File: src/rtl/dma_io_responder_if.sv
// DMA channel bus between an 8237A-style controller and one device.
// The controller side is master, the device endpoint is slave.
interface dma_io_responder_if #(
  parameter int DATA_W = 8
);
  logic              DREQ;
  logic              DACK;
  logic              IOR_N;
  logic              IOW_N;
  logic              EOP_N_IN;
  logic              EOP_N_OUT;
  logic [DATA_W-1:0] DB_IN;
  logic [DATA_W-1:0] DB_OUT;
  logic              DB_OE;

  modport master (
    input  DREQ, EOP_N_OUT, DB_OUT, DB_OE,
    output DACK, IOR_N, IOW_N, EOP_N_IN, DB_IN
  );

  modport slave (
    output DREQ, EOP_N_OUT, DB_OUT, DB_OE,
    input  DACK, IOR_N, IOW_N, EOP_N_IN, DB_IN
  );
endinterface

File: src/rtl/dma_io_responder.sv
// Peripheral endpoint for one 8237A DMA channel.
// A local FIFO decouples the device from the DMA bus.
module dma_io_responder #(
  parameter int DATA_W = 8,
  parameter int DEPTH  = 8,
  parameter int CNT_W  = 16
) (
  input  logic              CLK,
  input  logic              RESET_N,
  input  logic              MODE,
  input  logic              ENABLE,
  dma_io_responder_if.slave bus,
  input  logic [DATA_W-1:0] loc_in_data,
  input  logic              loc_in_valid,
  output logic              loc_in_ready,
  output logic [DATA_W-1:0] loc_out_data,
  output logic              loc_out_valid,
  input  logic              loc_out_ready,
  input  logic              abort,
  input  logic              clear_done,
  output logic              done,
  output logic [CNT_W-1:0]  xfer_count
);
  localparam int AW = $clog2(DEPTH);

  typedef enum logic [1:0] {
    S_IDLE,
    S_REQ,
    S_ACK,
    S_STB
  } state_t;

  state_t r_state;
  state_t w_next;

  logic              r_mode;
  logic              r_dreq;
  logic              r_db_oe;
  logic [DATA_W-1:0] r_db_out;
  logic [DATA_W-1:0] r_cap;
  logic              r_done;
  logic              r_abort_pend;
  logic              r_eop_seen;
  logic [CNT_W-1:0]  r_xfer;

  logic [DATA_W-1:0] r_mem [DEPTH];
  logic [AW-1:0]     r_wr;
  logic [AW-1:0]     r_rd;
  logic [AW:0]       r_cnt;

  logic              w_full;
  logic              w_empty;
  logic              w_avail;
  logic              w_strobe;
  logic              w_eop_in;
  logic              w_abort;
  logic              w_loc_push;
  logic              w_loc_pop;
  logic              w_push;
  logic              w_pop;
  logic [DATA_W-1:0] w_push_data;
  logic [DATA_W-1:0] w_head;
  logic              w_bus_xfer;
  logic              w_done_set;
  logic              w_abort_take;
  logic              w_src_stb;

  assign w_full   = (r_cnt == (AW+1)'(DEPTH));
  assign w_empty  = (r_cnt == '0);
  assign w_head   = r_mem[r_rd];
  assign w_avail  = r_mode ? !w_empty : !w_full;
  assign w_strobe = r_mode ? !bus.IOR_N : !bus.IOW_N;
  assign w_eop_in = bus.DACK & !bus.EOP_N_IN;
  assign w_abort  = r_abort_pend | abort;

  assign loc_in_ready  = r_mode & !w_full;
  assign loc_out_valid = !r_mode & !w_empty;
  assign loc_out_data  = w_head;

  assign w_loc_push  = loc_in_valid & loc_in_ready;
  assign w_loc_pop   = loc_out_valid & loc_out_ready;
  assign w_push      = r_mode ? w_loc_push
                              : (w_bus_xfer & !w_full);
  assign w_pop       = r_mode ? (w_bus_xfer & !w_empty)
                              : w_loc_pop;
  assign w_push_data = r_mode ? loc_in_data : r_cap;

  always_ff @(posedge CLK or negedge RESET_N) begin
    if (!RESET_N) r_state <= S_IDLE;
    else          r_state <= w_next;
  end

  always_comb begin
    w_next = r_state;
    unique case (r_state)
      S_IDLE: begin
        if (!w_abort && ENABLE && !r_done && w_avail)
          w_next = S_REQ;
      end
      S_REQ: begin
        if (bus.DACK)     w_next = S_ACK;
        else if (!ENABLE) w_next = S_IDLE;
      end
      S_ACK: begin
        if (!bus.DACK)          w_next = S_IDLE;
        else if (w_strobe)      w_next = S_STB;
        else if (!bus.EOP_N_IN) w_next = S_IDLE;
      end
      S_STB: begin
        if (!w_strobe) w_next = S_IDLE;
      end
      default: w_next = S_IDLE;
    endcase
  end

  always_comb begin
    w_bus_xfer   = 1'b0;
    w_done_set   = 1'b0;
    w_abort_take = 1'b0;
    unique case (r_state)
      S_IDLE: begin
        w_abort_take = w_abort;
        w_done_set   = w_abort;
      end
      S_ACK: begin
        w_done_set = bus.DACK & !w_strobe
                   & !bus.EOP_N_IN;
      end
      S_STB: begin
        w_bus_xfer = !w_strobe;
        w_done_set = !w_strobe
                   & (r_eop_seen | w_eop_in);
      end
      default: ;
    endcase
  end

  assign w_src_stb = (w_next == S_STB) & r_mode;

  always_ff @(posedge CLK or negedge RESET_N) begin
    if (!RESET_N) begin
      r_mode       <= 1'b0;
      r_dreq       <= 1'b0;
      r_db_oe      <= 1'b0;
      r_db_out     <= '0;
      r_cap        <= '0;
      r_done       <= 1'b0;
      r_abort_pend <= 1'b0;
      r_eop_seen   <= 1'b0;
      r_xfer       <= '0;
    end else begin
      if (r_state == S_IDLE) r_mode <= MODE;
      r_dreq   <= (w_next == S_REQ);
      r_db_oe  <= w_src_stb;
      r_db_out <= w_src_stb ? w_head : '0;
      if ((r_state == S_ACK || r_state == S_STB)
          && w_strobe)
        r_cap <= bus.DB_IN;
      if (w_done_set)      r_done <= 1'b1;
      else if (clear_done) r_done <= 1'b0;
      if (w_abort_take) r_abort_pend <= 1'b0;
      else if (abort)   r_abort_pend <= 1'b1;
      if (r_state == S_IDLE) r_eop_seen <= 1'b0;
      else if (w_eop_in)     r_eop_seen <= 1'b1;
      if (clear_done)
        r_xfer <= '0;
      else if (w_bus_xfer && !(&r_xfer))
        r_xfer <= r_xfer + 1'b1;
    end
  end

  always_ff @(posedge CLK or negedge RESET_N) begin
    if (!RESET_N) begin
      r_wr  <= '0;
      r_rd  <= '0;
      r_cnt <= '0;
    end else begin
      if (w_push) r_wr <= r_wr + 1'b1;
      if (w_pop)  r_rd <= r_rd + 1'b1;
      unique case ({w_push, w_pop})
        2'b10:   r_cnt <= r_cnt + 1'b1;
        2'b01:   r_cnt <= r_cnt - 1'b1;
        default: ;
      endcase
    end
  end

  // Storage needs no reset; the pointers define what is valid.
  always_ff @(posedge CLK) begin
    if (w_push) r_mem[r_wr] <= w_push_data;
  end

  assign bus.DREQ      = r_dreq;
  assign bus.DB_OE     = r_db_oe;
  assign bus.DB_OUT    = r_db_out;
  // Early terminate is shown only while the controller acknowledges.
  assign bus.EOP_N_OUT = !(r_abort_pend & bus.DACK
                           & (r_state != S_IDLE));
  assign done          = r_done;
  assign xfer_count    = r_xfer;
endmodule

File: src/flat_wrapper.sv
// flat-port wrapper written by rule: the top's interface ports become plain ports
module dma_io_responder_flat 
#(
  parameter int DATA_W = 8,
  parameter int DEPTH  = 8,
  parameter int CNT_W  = 16
)
  (CLK, RESET_N, MODE, ENABLE, loc_in_data, loc_in_valid, loc_in_ready, loc_out_data, loc_out_valid, loc_out_ready, abort, clear_done, done, xfer_count, bus_DREQ, bus_EOP_N_OUT, bus_DB_OUT, bus_DB_OE, bus_DACK, bus_IOR_N, bus_IOW_N, bus_EOP_N_IN, bus_DB_IN);
  dma_io_responder_if #(.DATA_W(DATA_W)) bus_i ();
  input  logic CLK;
  input  logic RESET_N;
  input  logic MODE;
  input  logic ENABLE;
  input  logic [DATA_W-1:0] loc_in_data;
  input  logic loc_in_valid;
  output logic loc_in_ready;
  output logic [DATA_W-1:0] loc_out_data;
  output logic loc_out_valid;
  input  logic loc_out_ready;
  input  logic abort;
  input  logic clear_done;
  output logic done;
  output logic [CNT_W-1:0] xfer_count;
  output wire logic [$bits(bus_i.DREQ)-1:0] bus_DREQ;
  output wire logic [$bits(bus_i.EOP_N_OUT)-1:0] bus_EOP_N_OUT;
  output wire logic [$bits(bus_i.DB_OUT)-1:0] bus_DB_OUT;
  output wire logic [$bits(bus_i.DB_OE)-1:0] bus_DB_OE;
  input wire logic [$bits(bus_i.DACK)-1:0] bus_DACK;
  input wire logic [$bits(bus_i.IOR_N)-1:0] bus_IOR_N;
  input wire logic [$bits(bus_i.IOW_N)-1:0] bus_IOW_N;
  input wire logic [$bits(bus_i.EOP_N_IN)-1:0] bus_EOP_N_IN;
  input wire logic [$bits(bus_i.DB_IN)-1:0] bus_DB_IN;
  assign bus_DREQ = bus_i.DREQ;
  assign bus_EOP_N_OUT = bus_i.EOP_N_OUT;
  assign bus_DB_OUT = bus_i.DB_OUT;
  assign bus_DB_OE = bus_i.DB_OE;
  assign bus_i.DACK = bus_DACK;
  assign bus_i.IOR_N = bus_IOR_N;
  assign bus_i.IOW_N = bus_IOW_N;
  assign bus_i.EOP_N_IN = bus_EOP_N_IN;
  assign bus_i.DB_IN = bus_DB_IN;
  dma_io_responder #(.DATA_W(DATA_W), .DEPTH(DEPTH), .CNT_W(CNT_W)) u_core (.CLK(CLK), .RESET_N(RESET_N), .MODE(MODE), .ENABLE(ENABLE), .bus(bus_i), .loc_in_data(loc_in_data), .loc_in_valid(loc_in_valid), .loc_in_ready(loc_in_ready), .loc_out_data(loc_out_data), .loc_out_valid(loc_out_valid), .loc_out_ready(loc_out_ready), .abort(abort), .clear_done(clear_done), .done(done), .xfer_count(xfer_count));
endmodule
File: config.mk
export PLATFORM = sky130hd
export DESIGN_NAME = dma_io_responder_flat
export DESIGN_NICKNAME = d
export VERILOG_FILES = /design/src/rtl/dma_io_responder_if.sv /design/src/rtl/dma_io_responder.sv /design/src/flat_wrapper.sv
export SDC_FILE = /design/constraint.sdc
export NUM_CORES = 1
export LEC_CHECK = 0
export CORE_MARGIN = 5
export CORE_UTILIZATION = 50
export CTS_CLUSTER_SIZE = 10
export DETAILED_ROUTE_END_ITERATION = 8
export PLACE_DENSITY = 0.73
export SLEW_MARGIN = 20
export SYNTH_ARGS = -nofsm -noshare
export SYNTH_HDL_FRONTEND = slang
export SYNTH_SLANG_ARGS = --single-unit
File: constraint.sdc
create_clock -name CLK -period 3.2 [get_ports CLK]
set_input_delay 0.8 -clock CLK [delete_from_list [all_inputs] [get_ports CLK]]
set_output_delay 0.8 -clock CLK [all_outputs]
set_load 0.02 [all_outputs]
==> impl_results.html <==
<table>
<tr><th>Metric</th><th>Value</th></tr>
<tr><th colspan="2">Flow run</th></tr>
<tr><td>Max_cap viols</td><td>0</td></tr>
<tr><th colspan="2">Timing</th></tr>
<tr><td>Final critical-path required period</td><td>3.03 ns</td></tr>
<tr><td>Clock skew after layout</td><td>0.0105 ns</td></tr>
<tr><td>Number of pins exceeding their max-slew limit in the final report</td><td>0</td></tr>
<tr><td>Least-Margin Pin Slew</td><td>0.778 ns</td></tr>
<tr><td>FMAX</td><td>330 MHz</td></tr>
<tr><td>Final setup violating endpoints</td><td>0</td></tr>
<tr><td>Setup repair after global routing missed its margin</td><td>false</td></tr>
<tr><td>Max-slew headroom</td><td>48.0%</td></tr>
<tr><td>Final Hold Fails</td><td>0</td></tr>
<tr><td>Sum Neg Setup Slack</td><td>0 ns</td></tr>
<tr><td>Share of the clock period used by the worst path after layout</td><td>94.7%</td></tr>
<tr><th colspan="2">Routing</th></tr>
<tr><td>Number of nets with antenna violations after routing</td><td>0</td></tr>
<tr><td>First drt pass iteration count</td><td>4</td></tr>
<tr><td>Remaining routing DRC violations</td><td>0</td></tr>
<tr><td>Iter 0 DRT Violations</td><td>314</td></tr>
<tr><td>Total Wirelength</td><td>10200 um</td></tr>
<tr><td>Routed wirelength normalized by instance count</td><td>17.7 um</td></tr>
<tr><td>Total number of vias</td><td>3185</td></tr>
<tr><td>Via density</td><td>5.54</td></tr>
<tr><th colspan="2">Yosys</th></tr>
<tr><td>Share of synthesized cell area in and, or, nand and nor gates</td><td>11.9%</td></tr>
<tr><td>Most area-consuming cells after synthesis</td><td>sky130_fd_sc_hd__edfxtp_1 (38%), sky130_fd_sc_hd__dfrtp_1 (25%), sky130_fd_sc_hd__mux2_2 (7.6%), sky130_fd_sc_hd__mux4_2 (7.1%), sky130_fd_sc_hd__ha_1 (1.5%)</td></tr>
<tr><td>Most used flip-flop cell after synthesis</td><td>sky130_fd_sc_hd__edfxtp_1</td></tr>
<tr><td>Proportion of netlist area held by the largest area contributor</td><td>38.1%</td></tr>
<tr><td>Count of flip-flops with a built-in enable after synthesis</td><td>64</td></tr>
<tr><td>Multiplexer share of the synthesized area</td><td>15.4%</td></tr>
<tr><td>Mapped Nets</td><td>378</td></tr>
<tr><td>Synthesis warning total</td><td>0</td></tr>
<tr><td>Seq cells post-synth</td><td>114</td></tr>
<tr><td>Area of the mapped netlist</td><td>0.00505 mm^2</td></tr>
<tr><td>Sequential fraction of the synthesis area</td><td>62.9%</td></tr>
<tr><td>Largest area contributor in the synthesized netlist</td><td>sky130_fd_sc_hd__edfxtp_1</td></tr>
<tr><td>List of most frequent post-synthesis cells</td><td>sky130_fd_sc_hd__edfxtp_1 (64), sky130_fd_sc_hd__dfrtp_1 (50), sky130_fd_sc_hd__mux2_2 (34)</td></tr>
<tr><td>Number of instances in the synthesized netlist</td><td>344</td></tr>
<tr><td>Xor and xnor fraction of the mapped netlist area</td><td>1.73%</td></tr>
<tr><td>Proportion of synthesized flip-flops having asynchronous set or reset</td><td>43.9%</td></tr>
<tr><td>Number of distinct library cells after synthesis</td><td>45</td></tr>
<tr><td>Combinational family with the most area after synthesis</td><td>multiplexers</td></tr>
<tr><td>Synthesized-area fraction occupied by ao, oa, aoi and oai cells</td><td>4.51%</td></tr>
<tr><td>Top-count cell post-synth</td><td>sky130_fd_sc_hd__edfxtp_1</td></tr>
<tr><td>Post-synthesis adder-cell area fraction</td><td>1.49%</td></tr>
<tr><td>Synthesized area per cell</td><td>14.7 um^2</td></tr>
<tr><th colspan="2">Worst hold path</th></tr>
<tr><td>Worst hold-check path type</td><td>in -&gt; async</td></tr>
<tr><th colspan="2">Finish</th></tr>
<tr><td>Design Area, Final</td><td>0.00647 mm^2</td></tr>
<tr><td>Layout cell share with drive strength beyond 1</td><td>23.3%</td></tr>
<tr><td>FILL cells</td><td>745</td></tr>
<tr><td>Net count reported at finish</td><td>463</td></tr>
<tr><td>Utilization after layout</td><td>65.9%</td></tr>
<tr><td>Relative area change from synthesis to final layout</td><td>28.1%</td></tr>
<tr><td>Antenna Diode Count</td><td>0</td></tr>
<tr><th colspan="2">Setup path</th></tr>
<tr><td>Endpoint kind of the worst setup timing path</td><td>output port</td></tr>
<tr><td>Largest fanout of any net on the critical path</td><td>18</td></tr>
<tr><td>Setup crit start kind</td><td>flip-flop</td></tr>
<tr><td>Worst R2R Path Depth</td><td>10</td></tr>
<tr><td>Worst setup path class</td><td>reg -&gt; out</td></tr>
<tr><td>Crit path arrival time</td><td>2.23 ns</td></tr>
<tr><td>Data required, critical path</td><td>2.40 ns</td></tr>
<tr><th colspan="2">Placement</th></tr>
<tr><td>GP Congestion</td><td>0.800</td></tr>
<tr><td># port buffers</td><td>65</td></tr>
<tr><td>HPWL after DPL</td><td>6720 um</td></tr>
<tr><td>Post-place instance area</td><td>0.00592 mm^2</td></tr>
<tr><th colspan="2">Clock network</th></tr>
<tr><td>Register clock-pin slew on the reported worst setup and hold paths</td><td>0.06 ns</td></tr>
<tr><td>CTS tree</td><td>yes</td></tr>
<tr><td>Clock root buffer</td><td>sky130_fd_sc_hd__clkbuf_8</td></tr>
<tr><td>Maximum clock path buffer count</td><td>2</td></tr>
<tr><td>Num CTS Buffers</td><td>17</td></tr>
<tr><td>CTS Sinks</td><td>114</td></tr>
<tr><td>Total number of H-tree levels</td><td>4</td></tr>
<tr><td>Insertion delay of the later-clocked pin in the worst-skew pair</td><td>0.51 ns</td></tr>
<tr><td>Hold bufs inserted after CTS</td><td>0</td></tr>
<tr><th colspan="2">Global routing</th></tr>
<tr><td>Number of global-route vias before repair</td><td>3281</td></tr>
<tr><td>Largest net degree at the start of global routing</td><td>51</td></tr>
<tr><td>Global router's overall resource usage</td><td>17.5%</td></tr>
<tr><td>Number of antenna violations at the first check in global routing</td><td>0</td></tr>
<tr><td>Total global routing overflow</td><td>0</td></tr>
<tr><td>First-pass GRT wire length</td><td>16800 um</td></tr>
<tr><th colspan="2">Die</th></tr>
<tr><td>Initial Utilization</td><td>51.4%</td></tr>
<tr><td>DIE WIDTH</td><td>110 um</td></tr>
<tr><td>Count of standard-cell rows</td><td>36</td></tr>
<tr><td>Die Y</td><td>110 um</td></tr>
<tr><td>CORE AREA</td><td>0.00982 mm^2</td></tr>
<tr><td>Die ar.</td><td>0.0122 mm^2</td></tr>
<tr><td>Number of top-level pins</td><td>66</td></tr>
<tr><th colspan="2">Power and ir drop</th></tr>
<tr><td>Ratio of total power to cell area</td><td>892 mW/mm^2</td></tr>
<tr><td>Maximum vdd ir drop</td><td>0.419 mV</td></tr>
<tr><td>Lkg Pwr</td><td>2.45 nW</td></tr>
<tr><th colspan="2">Outcome</th></tr>
<tr><td>Run status</td><td>finished, final reports clean</td></tr>
</table>
-- per-layer routing --
metal / global-route usage, % / part of all wire (%) / up-vias
met1: 22.1 / 44 / 1570
met3: 6.02 / 5.1 / 15
met2: 28.2 / 49 / 92
li1: - / - / 1508
met5: 0 / 0 / -
met4: 6.08 / 1.6 / 0
-- flip-flops by register name (all words and copies together) (netlist names) --
register and flops:
u_core.r_mode 1, u_core.r_cap 8, u_core.xfer_count 16, u_core.r_wr 3, u_core.r_abort_pend 1, u_core.bus.DREQ 1
u_core.bus.DB_OUT 8, u_core.bus.DB_OE 1, u_core.done 1, u_core.r_cnt 4, u_core.r_state 2, u_core.r_mem 64
u_core.r_eop_seen 1, u_core.r_rd 3
-- power breakdown --
part,switching (W),internal [W],total (W)
Sequential,0.000291,0.00197,0.00226
Clock,0.000701,0.00105,0.00175
Combinational,0.000879,0.000884,0.00176
Total,0.00187,0.00390,0.00577
-- timing repair --
| item | CTS | global route |
|---|---|---|
| endpoints found under the hold margin | 0 | 0 |
| buffers inserted | 0 | 0 |
| gates resized for setup | 9 | 0 |
| endpoints found under the setup margin | 8 | 0 |
-- cell type report --
class | count | area (um^2) | share of cell area [%]
Timing Repair Buffer | 81 | 768 | 11.9
Multi-Input combinational cell | 207 | 1770 | 27.3
Inverter | 8 | 30.0 | 0.464
Sequential cell | 114 | 3170 | 49.1
Clock buffer | 17 | 414 | 6.40
Tap cell | 133 | 166 | 2.57
Clock inverter | 15 | 146 | 2.26
-- worst paths after layout --
path / start / end / slack, ns
min reg2reg: u_core.r_wr[2]$_DFFE_PN0P_ / u_core.r_wr[2]$_DFFE_PN0P_ / 0.49
max reg2reg: u_core.r_mode$_DFFE_PN0P_ / u_core.r_cnt[2]$_DFFE_PN0P_ / 0.63
max in group asynchronous: RESET_N / u_core.r_rd[1]$_DFFE_PN0P_ / 2.31
min: RESET_N / u_core.bus.DB_OUT[7]$_DFF_PN0_ / 0.39
min in group CLK: u_core.r_wr[2]$_DFFE_PN0P_ / u_core.r_wr[2]$_DFFE_PN0P_ / 0.49
max: u_core.r_rd[0]$_DFFE_PN0P_ / loc_out_data[3] / 0.17
-- worst max-delay path, stage by stage (launching register included) --
cell,delay [ns]
sky130_fd_sc_hd__dfrtp_1,0.37
sky130_fd_sc_hd__buf_12,0.20
sky130_fd_sc_hd__mux4_2,0.52
sky130_fd_sc_hd__mux2_2,0.30
sky130_fd_sc_hd__dlygate4sd2_1,0.33
-- layout by cell type, fill, tap and decap left out, drive strengths merged, types with 6 or more instances in the layout --
| cell | n |
|---|---|
| edfxtp | 64 |
| clkdlybuf4s50 | 56 |
| dfrtp | 50 |
| mux2 | 34 |
| nor2 | 18 |
| clkbuf | 17 |
| buf | 17 |
| mux4 | 16 |
| inv | 15 |
| nand2 | 14 |
| a21oi | 13 |
| nor3 | 10 |
| and3 | 9 |
| nand3 | 9 |
| dlygate4sd2 | 8 |
| xor2 | 7 |
| nand2b | 6 |
| nand4 | 6 |
| or4 | 6 |
| ha | 6 |
| nor4 | 6 |
-- cells by family after synthesis --
| logic type | after synthesis |
|---|---|
| flip-flops | 114 |
| AND/OR/NAND/NOR | 102 |
| multiplexers | 53 |
| AO/OA/AOI/OAI | 36 |
| buffers and inverters | 23 |
| XOR/XNOR | 10 |
| adder cells (fa/ha/maj) | 6 |
-- per-stage QoR --
step / setup slack [ns] / cells / total power, W / hold slack [ns]
final: 0.170 / 575 / 0.00577 / 0.392
after global routing: 0.0643 / 575 / 0.00607 / 0.464
after CTS: 0.128 / 575 / 0.00583 / 0.417
after detailed placement: 0.155 / 543 / 0.00413 / 0.484
after global placement: 0.245 / 543 / 0.00407 / 0.475
after floorplan: 0.666 / 344 / 0.00346 / 0.457
Power figures use the tool's default switching activity.
